$ cat src/rtl/uart_rx_fsm_if.sv
// Control/status bundle between the UART RX sequencer (master) and its
// sampler/checker/deserializer datapath (slave).
interface uart_rx_fsm_if #(
  parameter int unsigned PRESCALE_W = 6
) ();

  logic                  rx_in;
  logic [PRESCALE_W-1:0] prescale;
  logic                  par_en;
  logic                  strt_glitch;
  logic                  par_err;
  logic                  stop_err;

  logic                  dat_samp_en;
  logic [PRESCALE_W-1:0] edge_cnt;
  logic [3:0]            bit_cnt;
  logic                  strt_chk_en;
  logic                  deser_en;
  logic                  par_chk_en;
  logic                  stop_check_en;
  logic                  data_valid;

  modport master (
    input  rx_in, prescale, par_en, strt_glitch, par_err, stop_err,
    output dat_samp_en, edge_cnt, bit_cnt, strt_chk_en, deser_en,
           par_chk_en, stop_check_en, data_valid
  );

  modport slave (
    output rx_in, prescale, par_en, strt_glitch, par_err, stop_err,
    input  dat_samp_en, edge_cnt, bit_cnt, strt_chk_en, deser_en,
           par_chk_en, stop_check_en, data_valid
  );

endinterface

$ cat src/rtl/uart_rx_fsm.sv
// UART RX frame sequencer: start detection, oversample/bit counting and
// one-cycle enables for the start/data/parity/stop stages.
module uart_rx_fsm #(
  parameter int unsigned DATA_W     = 8,
  parameter int unsigned PRESCALE_W = 6
) (
  input  logic           clk,
  input  logic           rst,
  uart_rx_fsm_if.master  bus
);

  localparam int unsigned BIT_W = 4;

  typedef enum logic [2:0] {IDLE, START, DATA, PARITY, STOP} state_t;

  state_t                state;
  logic [PRESCALE_W-1:0] p_q;
  logic [PRESCALE_W-1:0] edge_q;
  logic [BIT_W-1:0]      bit_q;
  logic                  samp_q;
  logic                  strt_q;
  logic                  deser_q;
  logic                  par_q;
  logic                  stop_q;
  logic                  valid_q;

  logic [PRESCALE_W-1:0] half_c;
  logic [PRESCALE_W-1:0] pre_samp_c;
  logic [PRESCALE_W-1:0] stop_exit_c;
  logic [PRESCALE_W-1:0] last_edge_c;
  logic [PRESCALE_W-1:0] edge_inc_c;
  logic                  at_pre_samp_c;
  logic                  at_last_c;

  // Enables are registered, so they are armed one edge before the sample point S = P/2+2.
  assign half_c        = p_q >> 1;
  assign pre_samp_c    = half_c + PRESCALE_W'(1);
  assign stop_exit_c   = half_c + PRESCALE_W'(3);
  assign last_edge_c   = p_q - PRESCALE_W'(1);
  assign edge_inc_c    = edge_q + PRESCALE_W'(1);
  assign at_pre_samp_c = (edge_q == pre_samp_c);
  assign at_last_c     = (edge_q == last_edge_c);

  always_ff @(posedge clk or negedge rst) begin
    if (!rst) begin
      state   <= IDLE;
      p_q     <= '0;
      edge_q  <= '0;
      bit_q   <= '0;
      samp_q  <= 1'b0;
      strt_q  <= 1'b0;
      deser_q <= 1'b0;
      par_q   <= 1'b0;
      stop_q  <= 1'b0;
      valid_q <= 1'b0;
    end else begin
      strt_q  <= 1'b0;
      deser_q <= 1'b0;
      par_q   <= 1'b0;
      stop_q  <= 1'b0;
      valid_q <= 1'b0;
      case (state)
        IDLE: begin
          edge_q <= '0;
          bit_q  <= '0;
          samp_q <= 1'b0;
          // This cycle is edge 0 of the start bit; the ratio is frozen for the frame.
          if (!bus.rx_in) begin
            state  <= START;
            edge_q <= PRESCALE_W'(1);
            samp_q <= 1'b1;
            p_q    <= bus.prescale;
          end
        end
        START: begin
          edge_q <= edge_inc_c;
          strt_q <= at_pre_samp_c;
          if (at_last_c) begin
            edge_q <= '0;
            if (bus.strt_glitch) begin
              state  <= IDLE;
              samp_q <= 1'b0;
            end else begin
              state <= DATA;
              bit_q <= '0;
            end
          end
        end
        DATA: begin
          edge_q  <= edge_inc_c;
          deser_q <= at_pre_samp_c;
          if (at_last_c) begin
            edge_q <= '0;
            if (bit_q == BIT_W'(DATA_W - 1)) begin
              bit_q <= '0;
              state <= bus.par_en ? PARITY : STOP;
            end else begin
              bit_q <= bit_q + BIT_W'(1);
            end
          end
        end
        PARITY: begin
          edge_q <= edge_inc_c;
          par_q  <= at_pre_samp_c;
          if (at_last_c) begin
            edge_q <= '0;
            if (bus.par_err) begin
              state  <= IDLE;
              samp_q <= 1'b0;
            end else begin
              state <= STOP;
            end
          end
        end
        STOP: begin
          edge_q <= edge_inc_c;
          stop_q <= at_pre_samp_c;
          // Leave right after the checker result lands so a following start bit is not missed.
          if (edge_q == stop_exit_c) begin
            state   <= IDLE;
            edge_q  <= '0;
            samp_q  <= 1'b0;
            valid_q <= ~bus.stop_err;
          end
        end
        default: begin
          state  <= IDLE;
          samp_q <= 1'b0;
          edge_q <= '0;
          bit_q  <= '0;
        end
      endcase
    end
  end

  assign bus.dat_samp_en   = samp_q;
  assign bus.edge_cnt      = edge_q;
  assign bus.bit_cnt       = bit_q;
  assign bus.strt_chk_en   = strt_q;
  assign bus.deser_en      = deser_q;
  assign bus.par_chk_en    = par_q;
  assign bus.stop_check_en = stop_q;
  assign bus.data_valid    = valid_q;

endmodule

$ cat src/flat_wrapper.sv
// flat-port wrapper written by rule: the top's interface ports become plain ports
module uart_rx_fsm_flat 
#(
  parameter int unsigned DATA_W     = 8,
  parameter int unsigned PRESCALE_W = 6
)
  (clk, rst, bus_rx_in, bus_prescale, bus_par_en, bus_strt_glitch, bus_par_err, bus_stop_err, bus_dat_samp_en, bus_edge_cnt, bus_bit_cnt, bus_strt_chk_en, bus_deser_en, bus_par_chk_en, bus_stop_check_en, bus_data_valid);
  uart_rx_fsm_if #(.PRESCALE_W(PRESCALE_W)) bus_i ();
  input  logic clk;
  input  logic rst;
  input wire logic [$bits(bus_i.rx_in)-1:0] bus_rx_in;
  input wire logic [$bits(bus_i.prescale)-1:0] bus_prescale;
  input wire logic [$bits(bus_i.par_en)-1:0] bus_par_en;
  input wire logic [$bits(bus_i.strt_glitch)-1:0] bus_strt_glitch;
  input wire logic [$bits(bus_i.par_err)-1:0] bus_par_err;
  input wire logic [$bits(bus_i.stop_err)-1:0] bus_stop_err;
  output wire logic [$bits(bus_i.dat_samp_en)-1:0] bus_dat_samp_en;
  output wire logic [$bits(bus_i.edge_cnt)-1:0] bus_edge_cnt;
  output wire logic [$bits(bus_i.bit_cnt)-1:0] bus_bit_cnt;
  output wire logic [$bits(bus_i.strt_chk_en)-1:0] bus_strt_chk_en;
  output wire logic [$bits(bus_i.deser_en)-1:0] bus_deser_en;
  output wire logic [$bits(bus_i.par_chk_en)-1:0] bus_par_chk_en;
  output wire logic [$bits(bus_i.stop_check_en)-1:0] bus_stop_check_en;
  output wire logic [$bits(bus_i.data_valid)-1:0] bus_data_valid;
  assign bus_i.rx_in = bus_rx_in;
  assign bus_i.prescale = bus_prescale;
  assign bus_i.par_en = bus_par_en;
  assign bus_i.strt_glitch = bus_strt_glitch;
  assign bus_i.par_err = bus_par_err;
  assign bus_i.stop_err = bus_stop_err;
  assign bus_dat_samp_en = bus_i.dat_samp_en;
  assign bus_edge_cnt = bus_i.edge_cnt;
  assign bus_bit_cnt = bus_i.bit_cnt;
  assign bus_strt_chk_en = bus_i.strt_chk_en;
  assign bus_deser_en = bus_i.deser_en;
  assign bus_par_chk_en = bus_i.par_chk_en;
  assign bus_stop_check_en = bus_i.stop_check_en;
  assign bus_data_valid = bus_i.data_valid;
  uart_rx_fsm #(.DATA_W(DATA_W), .PRESCALE_W(PRESCALE_W)) u_core (.clk(clk), .rst(rst), .bus(bus_i));
endmodule
$ cat config.mk
export PLATFORM = sky130hd
export DESIGN_NAME = uart_rx_fsm_flat
export DESIGN_NICKNAME = d
export VERILOG_FILES = /design/src/rtl/uart_rx_fsm_if.sv /design/src/rtl/uart_rx_fsm.sv /design/src/flat_wrapper.sv
export SDC_FILE = /design/constraint.sdc
export NUM_CORES = 1
export LEC_CHECK = 0
export CORE_MARGIN = 2
export CORE_UTILIZATION = 35
export DETAILED_ROUTE_END_ITERATION = 16
export PLACE_DENSITY = 0.63
export SLEW_MARGIN = 40
export SYNTH_ARGS = -nofsm -noshare
export SYNTH_HDL_FRONTEND = slang
export SYNTH_SLANG_ARGS = --single-unit
export TNS_END_PERCENT = 1
$ cat constraint.sdc
create_clock -name clk -period 2.25 [get_ports clk]
set_input_delay 0.45 -clock clk [delete_from_list [all_inputs] [get_ports clk]]
set_output_delay 0.45 -clock clk [all_outputs]
set_load 0.05 [all_outputs]
# Word-level counts from Yosys, hierarchy flattened
# Cells that the tools add are included.
# W data, S select, Z words.
dict set report op_classes {
  add_sub_neg 5
  n_eq_ne 17
  muxes 32
  bitwise 4
  reduce_logical 7
}
# cell n
set ops {}
lappend ops {{$mux W3} 8}
lappend ops {{$eq A6 B6 Y1} 3}
lappend ops {{$pmux W6 S3} 1}
lappend ops {{$mux W4} 4}
lappend ops {{$pmux W3 S5} 1}
lappend ops {{$mux W1} 13}
lappend ops {{$mux W6} 2}
lappend ops {{$pmux W4 S3} 1}
lappend ops {{$reduce_and A6 Y1} 2}
lappend ops {{$ne A2 B1 Y1 const B} 5}
lappend ops {{$ne A2 B2 Y1 const B} 4}
lappend ops {{$add A5 B1 Y6 const B} 1}
lappend ops {{$add A5 B2 Y6 const B} 1}
lappend ops {{$add A6 B1 Y6 const B} 1}
lappend ops {{$eq A3 B2 Y1 const B} 2}
lappend ops {{$sub A6 B1 Y6 const B} 1}
lappend ops {{$pmux W1 S5} 1}
lappend ops {{$add A4 B1 Y4 const B} 1}
lappend ops {{$eq A4 B3 Y1 const B} 1}
lappend ops {{$not A1 Y1} 4}
lappend ops {{$reduce_and A4 Y1} 1}
lappend ops {{$eq A3 B1 Y1 const B} 1}
lappend ops {{$eq A3 B3 Y1 const B} 1}
lappend ops {{$logic_not A3 Y1} 1}
lappend ops {{other kinds (4)} 4}
dict set report word_totals {
  reg_bits 25
  out_inout_bits 16
  wordCells 75
}

# Longest topological paths before layout
dict set report logic_depth {
  ltp_word 4
  ltp_mapped 10
  ltp_nobuf 8
}

# Worst setup path after synthesis
# Ideal clock, no wire load.
dict set report synth_timing {
  path_kind {register to register}
  start {register u_core.edge_q[2], in the netlist u_core.bus.edge_cnt[2]}
  end {register u_core.edge_q[0], in the netlist u_core.bus.edge_cnt[0]}
  setup_ps 141
  t_arrival_ps 2050
  setup_slack_ps 59
  stages_incl_launch_ff 8
  synth_period_minus_slack_ps 2191
  path_cell_list {dfrtp_1 -> buf_4 -> xor3_1 -> nand3_1 -> or4_4 -> nor2b_4 -> o21ba_4 -> o21bai_2}
}
dict set report synth_via {
  elab_chain_len 3
  elab_cells_between_ends 5
  cone_classes {eq/ne (2); mux (3)}
}
# item line_no
set synth_rtl {}
lappend synth_rtl {{start: declaration} uart_rx_fsm.sv:18} ;# logic [PRESCALE_W-1:0] edge_q;
lappend synth_rtl {{start signal: assignment} uart_rx_fsm.sv:76} ;# edge_q <= edge_inc_c;
lappend synth_rtl {{start signal: assignment} uart_rx_fsm.sv:90} ;# edge_q <= edge_inc_c;
lappend synth_rtl {{start signal: assignment} uart_rx_fsm.sv:103} ;# edge_q <= edge_inc_c;
lappend synth_rtl {{$eq A6 B6 Y1 (on tied branches)} {uart_rx_fsm.sv:119, uart_rx_fsm.sv:42}}
lappend synth_rtl {{$mux W6 (on tied branches)} -}
lappend synth_rtl {{$pmux W6 S3 *} uart_rx_fsm.sv:62} ;# case (state)
# Mark *: on every way between the ends. The rest lies on a longest branch, timed or not.
# A chain may end at the register's enable or synchronous reset.

# Worst setup path after layout
dict set report layout_timing {
  start {register u_core.p_q[1]}
  end {register u_core.state[2]}
}
dict set report layout_via {
  elab_chain_len 4
  elab_cells_between_ends 9
  cone_classes {add/sub (2); eq/ne (6); reduce/logical (1)}
}
# item line_no
set layout_rtl {}
lappend layout_rtl {{start: declaration} uart_rx_fsm.sv:17} ;# logic [PRESCALE_W-1:0] p_q;
lappend layout_rtl {{start signal: assignment} uart_rx_fsm.sv:72} ;# p_q <= bus.prescale;
lappend layout_rtl {{$sub A6 B1 Y6 or $add A5 B2 Y6 (tied branches)} {uart_rx_fsm.sv:39, uart_rx_fsm.sv:38}}
lappend layout_rtl {{$eq A6 B6 Y1 (on tied branches)} {uart_rx_fsm.sv:42, uart_rx_fsm.sv:119}}
lappend layout_rtl {{$ne A2 B1 Y1 (no source line)} -}
lappend layout_rtl {{$reduce_and A6 Y1 (no source line) *} -}
lappend layout_rtl {{end signal: assignment} uart_rx_fsm.sv:96} ;# state <= bus.par_en ? PARITY : STOP;
lappend layout_rtl {{end: declaration} uart_rx_fsm.sv:16} ;# state_t state;
# Marks and branches as above.

==> flow_summary.ini <==
[die]
core-area_sq_um = 4660
die_y_um = 73.1
die_area_sq_um = 5340
boundaryPins = 29
die_w_um = 73.1
start_util_pct = 35.8
row_count = 25

[sta]
finalCriticalPeriod_ps = 2150
worstMarginPinSlew_ps = 523
rsz0062_at_grt = true
finalCritPeriodShare_pct = 95.6
layout_setup_ws_ps = 99.6
fmax_mhz = 465
hold_violations = 0
drv_slew = 0
relSlewSlack_pct = 64.2
fin_skew_ps = 1.75
setup-violations-final = 0

[place]
gp_congestion = 0.842
dpl_cell_area_sq_um = 2050
dp_hpwl_um = 2610
post-place-ws_ps = 70.3
io_buffers = 28

[grt]
track_usage_pct = 14.0
gr-total-overflow = 0
grt_pass1_wl_um = 5930
antenna_found_initial = 0
grt_pass1_vias = 1245
grt_max_degree = 26

[worst_setup_path]
path_max_fanout = 11
required_ps = 2420
cp-end-kind = register
path_class = reg -> reg
cpLargestDelayFamily = compound AO/OA/AOI/OAI gates
slowest_stage = dfrtp_1
crit_buf_inv = 2
rr_endpoint = u_core.state[2]
cp-start-kind = register
reg2reg_setup_slack_ps = 100
rr_worst_depth = 9
cp_slowest_stage_delay_ps = 390
crit_path_cell_trace = inv_1 -> ha_1 -> a21boi_0 -> xnor2_1 -> nand4_1 -> nor3_2 -> buf_4 -> a211o_1 -> o221a_2
crit_arrival_ps = 2320
reg2reg_from = u_core.p_q[1]
crit_start = u_core.p_q[1]

[cells_and_area]
final_nets = 226
antenna_cells = 0
syn2layout_area_growth_pct = 26.0
drive_gt1_share_pct = 14.1
fin_area_sq_um = 2100

[clocking]
cts_buffers = 3
clk_latency_ps = 270
clk_pin_slew_ps = 90
htree_num_levels = 1
cts_tree = yes
clkSinkCount = 25
cts_buffer_depth = 2
cts_hold_buf = 0
cts-root-buf = clkbuf_8

[yosys]
ys_ff_latch = 25
async_flop_share_pct = 100
syn-num-nets = 192
synth_edf_count = 0
yosysTopAreaCellShare_pct = 37.5
syn_avg_cell_area_sq_um = 9.66
synth_area_leader_cell = dfrtp_1
ys_seq_area_share_pct = 37.5
synth_most_common_cell = dfrtp_1
synth_area_leaders = dfrtp_1, xnor2_1, xor2_1, ha_1, nand3_1
synth.cells.most_frequent = dfrtp_1, nor2_1, xnor2_1, xor2_1
synth_cell_types = 49
dominantRegCellSynth = dfrtp_1
yosys_warnings = 0
synth_area_sq_um = 1670
syn-instance-count = 173

[drt]
detail_route.first_pass.iterations = 4
ant_nets = 0
route.detailed.drc = 0
vias_per_cell = 5.27
vias = 1369
wirelength_um = 3490
wl_per_cell_um = 13.4
drtIter0Drc = 132

[min_path]
hold_class = in -> async

[power]
leakagePower_nw = 0.913
combPwrFrac_pct = 61.9
switchingPower_mw = 1.39
clkPwrFrac_pct = 9.3
pwr-share-seq_pct = 28.8
powerDensity_nw_per_um2 = 1410
internal-power_mw = 1.58
switching_share_pct = 46.9
ir_worst_vdd_uv = 791
p_total_mw = 2.97

[flow_run]
cap_violations = 0

[run_status]
outcome = completed
-- per-layer routing --
| metal | track usage, % | wire (um) |
|---|---|---|
| met1 | 20.9 | 1780 |
| met2 | 21.0 | 1530 |
| met3 | 1.80 | 139 |
| met4 | 4.32 | 47 |
| met5 | 0 | 0 |
-- stage by stage --
step | utilization (%) | std cells | setup TNS (ps) | hold WS, ps
2_1_floorplan | - | 173 | 0 | 154
3_3_place_gp | 44.0 | 256 | 0 | 510
3_5_place_dp | 44.0 | 256 | 0 | 506
4_1_cts | 45.0 | 260 | 0 | 544
5_1_grt | 45.2 | 260 | -36.5 | 566
6_report | 45.2 | 260 | 0 | 532
-- kinds of logic after synthesis --
family                   share of synthesized area, %
AO/OA/AOI/OAI                                    15.3
XOR/XNOR                                         14.9
adder cells (fa/ha/maj)                          4.49
buffers and inverters                            5.54
flip-flops                                       37.5
multiplexers                                     2.62
AND/OR/NAND/NOR                                  19.7
-- cells in the final DEF, fill, tap and decap left out, drive strengths merged, types with 8 or more instances in the layout --
cell type / instances
xor2: 13
nand3: 10
buf: 11
o21ai: 8
dfrtp: 25
inv: 10
nand2: 10
nor2: 12
clkdlybuf4s50: 28
xnor2: 11
-- power groups by stage --
stage	Sequential (mW)	Clock, mW	Combinational, mW
final	0.856	0.276	1.84
after global routing	0.883	0.300	2.01
after CTS	0.854	0.280	1.83
after detailed placement	0.860	0	1.81
after global placement	0.863	0	1.82
after floorplan	1.02	0	1.20
-- flip-flops by register name (all words and copies together), names as in the netlist --
register                  flops
u_core.bus.data_valid         1
u_core.bus.strt_chk_en        1
u_core.bus.edge_cnt           6
u_core.bus.dat_samp_en        1
u_core.bus.deser_en           1
u_core.p_q                    6
u_core.bus.stop_check_en      1
u_core.state                  3
u_core.bus.bit_cnt            4
u_core.bus.par_chk_en         1
-- worst max path at each step --
| stage | endpoint | slack, ps | cells after the start |
|---|---|---|---|
| floorplan | u_core.bus.edge_cnt[0] | 60 | 7 |
| global placement | u_core.state[1] | 110 | 8 |
| detailed placement | u_core.state[2] | 70 | 9 |
| CTS | u_core.state[2] | 50 | 9 |
| global route | u_core.bus.bit_cnt[1] | -20 | 8 |
| finish | u_core.state[2] | 100 | 9 |
-- timing repair --
item / 4_1_cts / 5_1_grt
setup endpoints to repair: 0 / 2
resized for setup: 0 / 3
setup buffers: 0 / 0
-- final cells by class --
class / count / area, sq um
clock buffer: 4 / 45.0
sequential: 25 / 626
multi-input combinational: 128 / 966
inverter: 10 / 37.5
timing repair buffer: 39 / 363
fill: 434 / 2560
tap: 54 / 67.6
(Power assumes the default switching activity.)
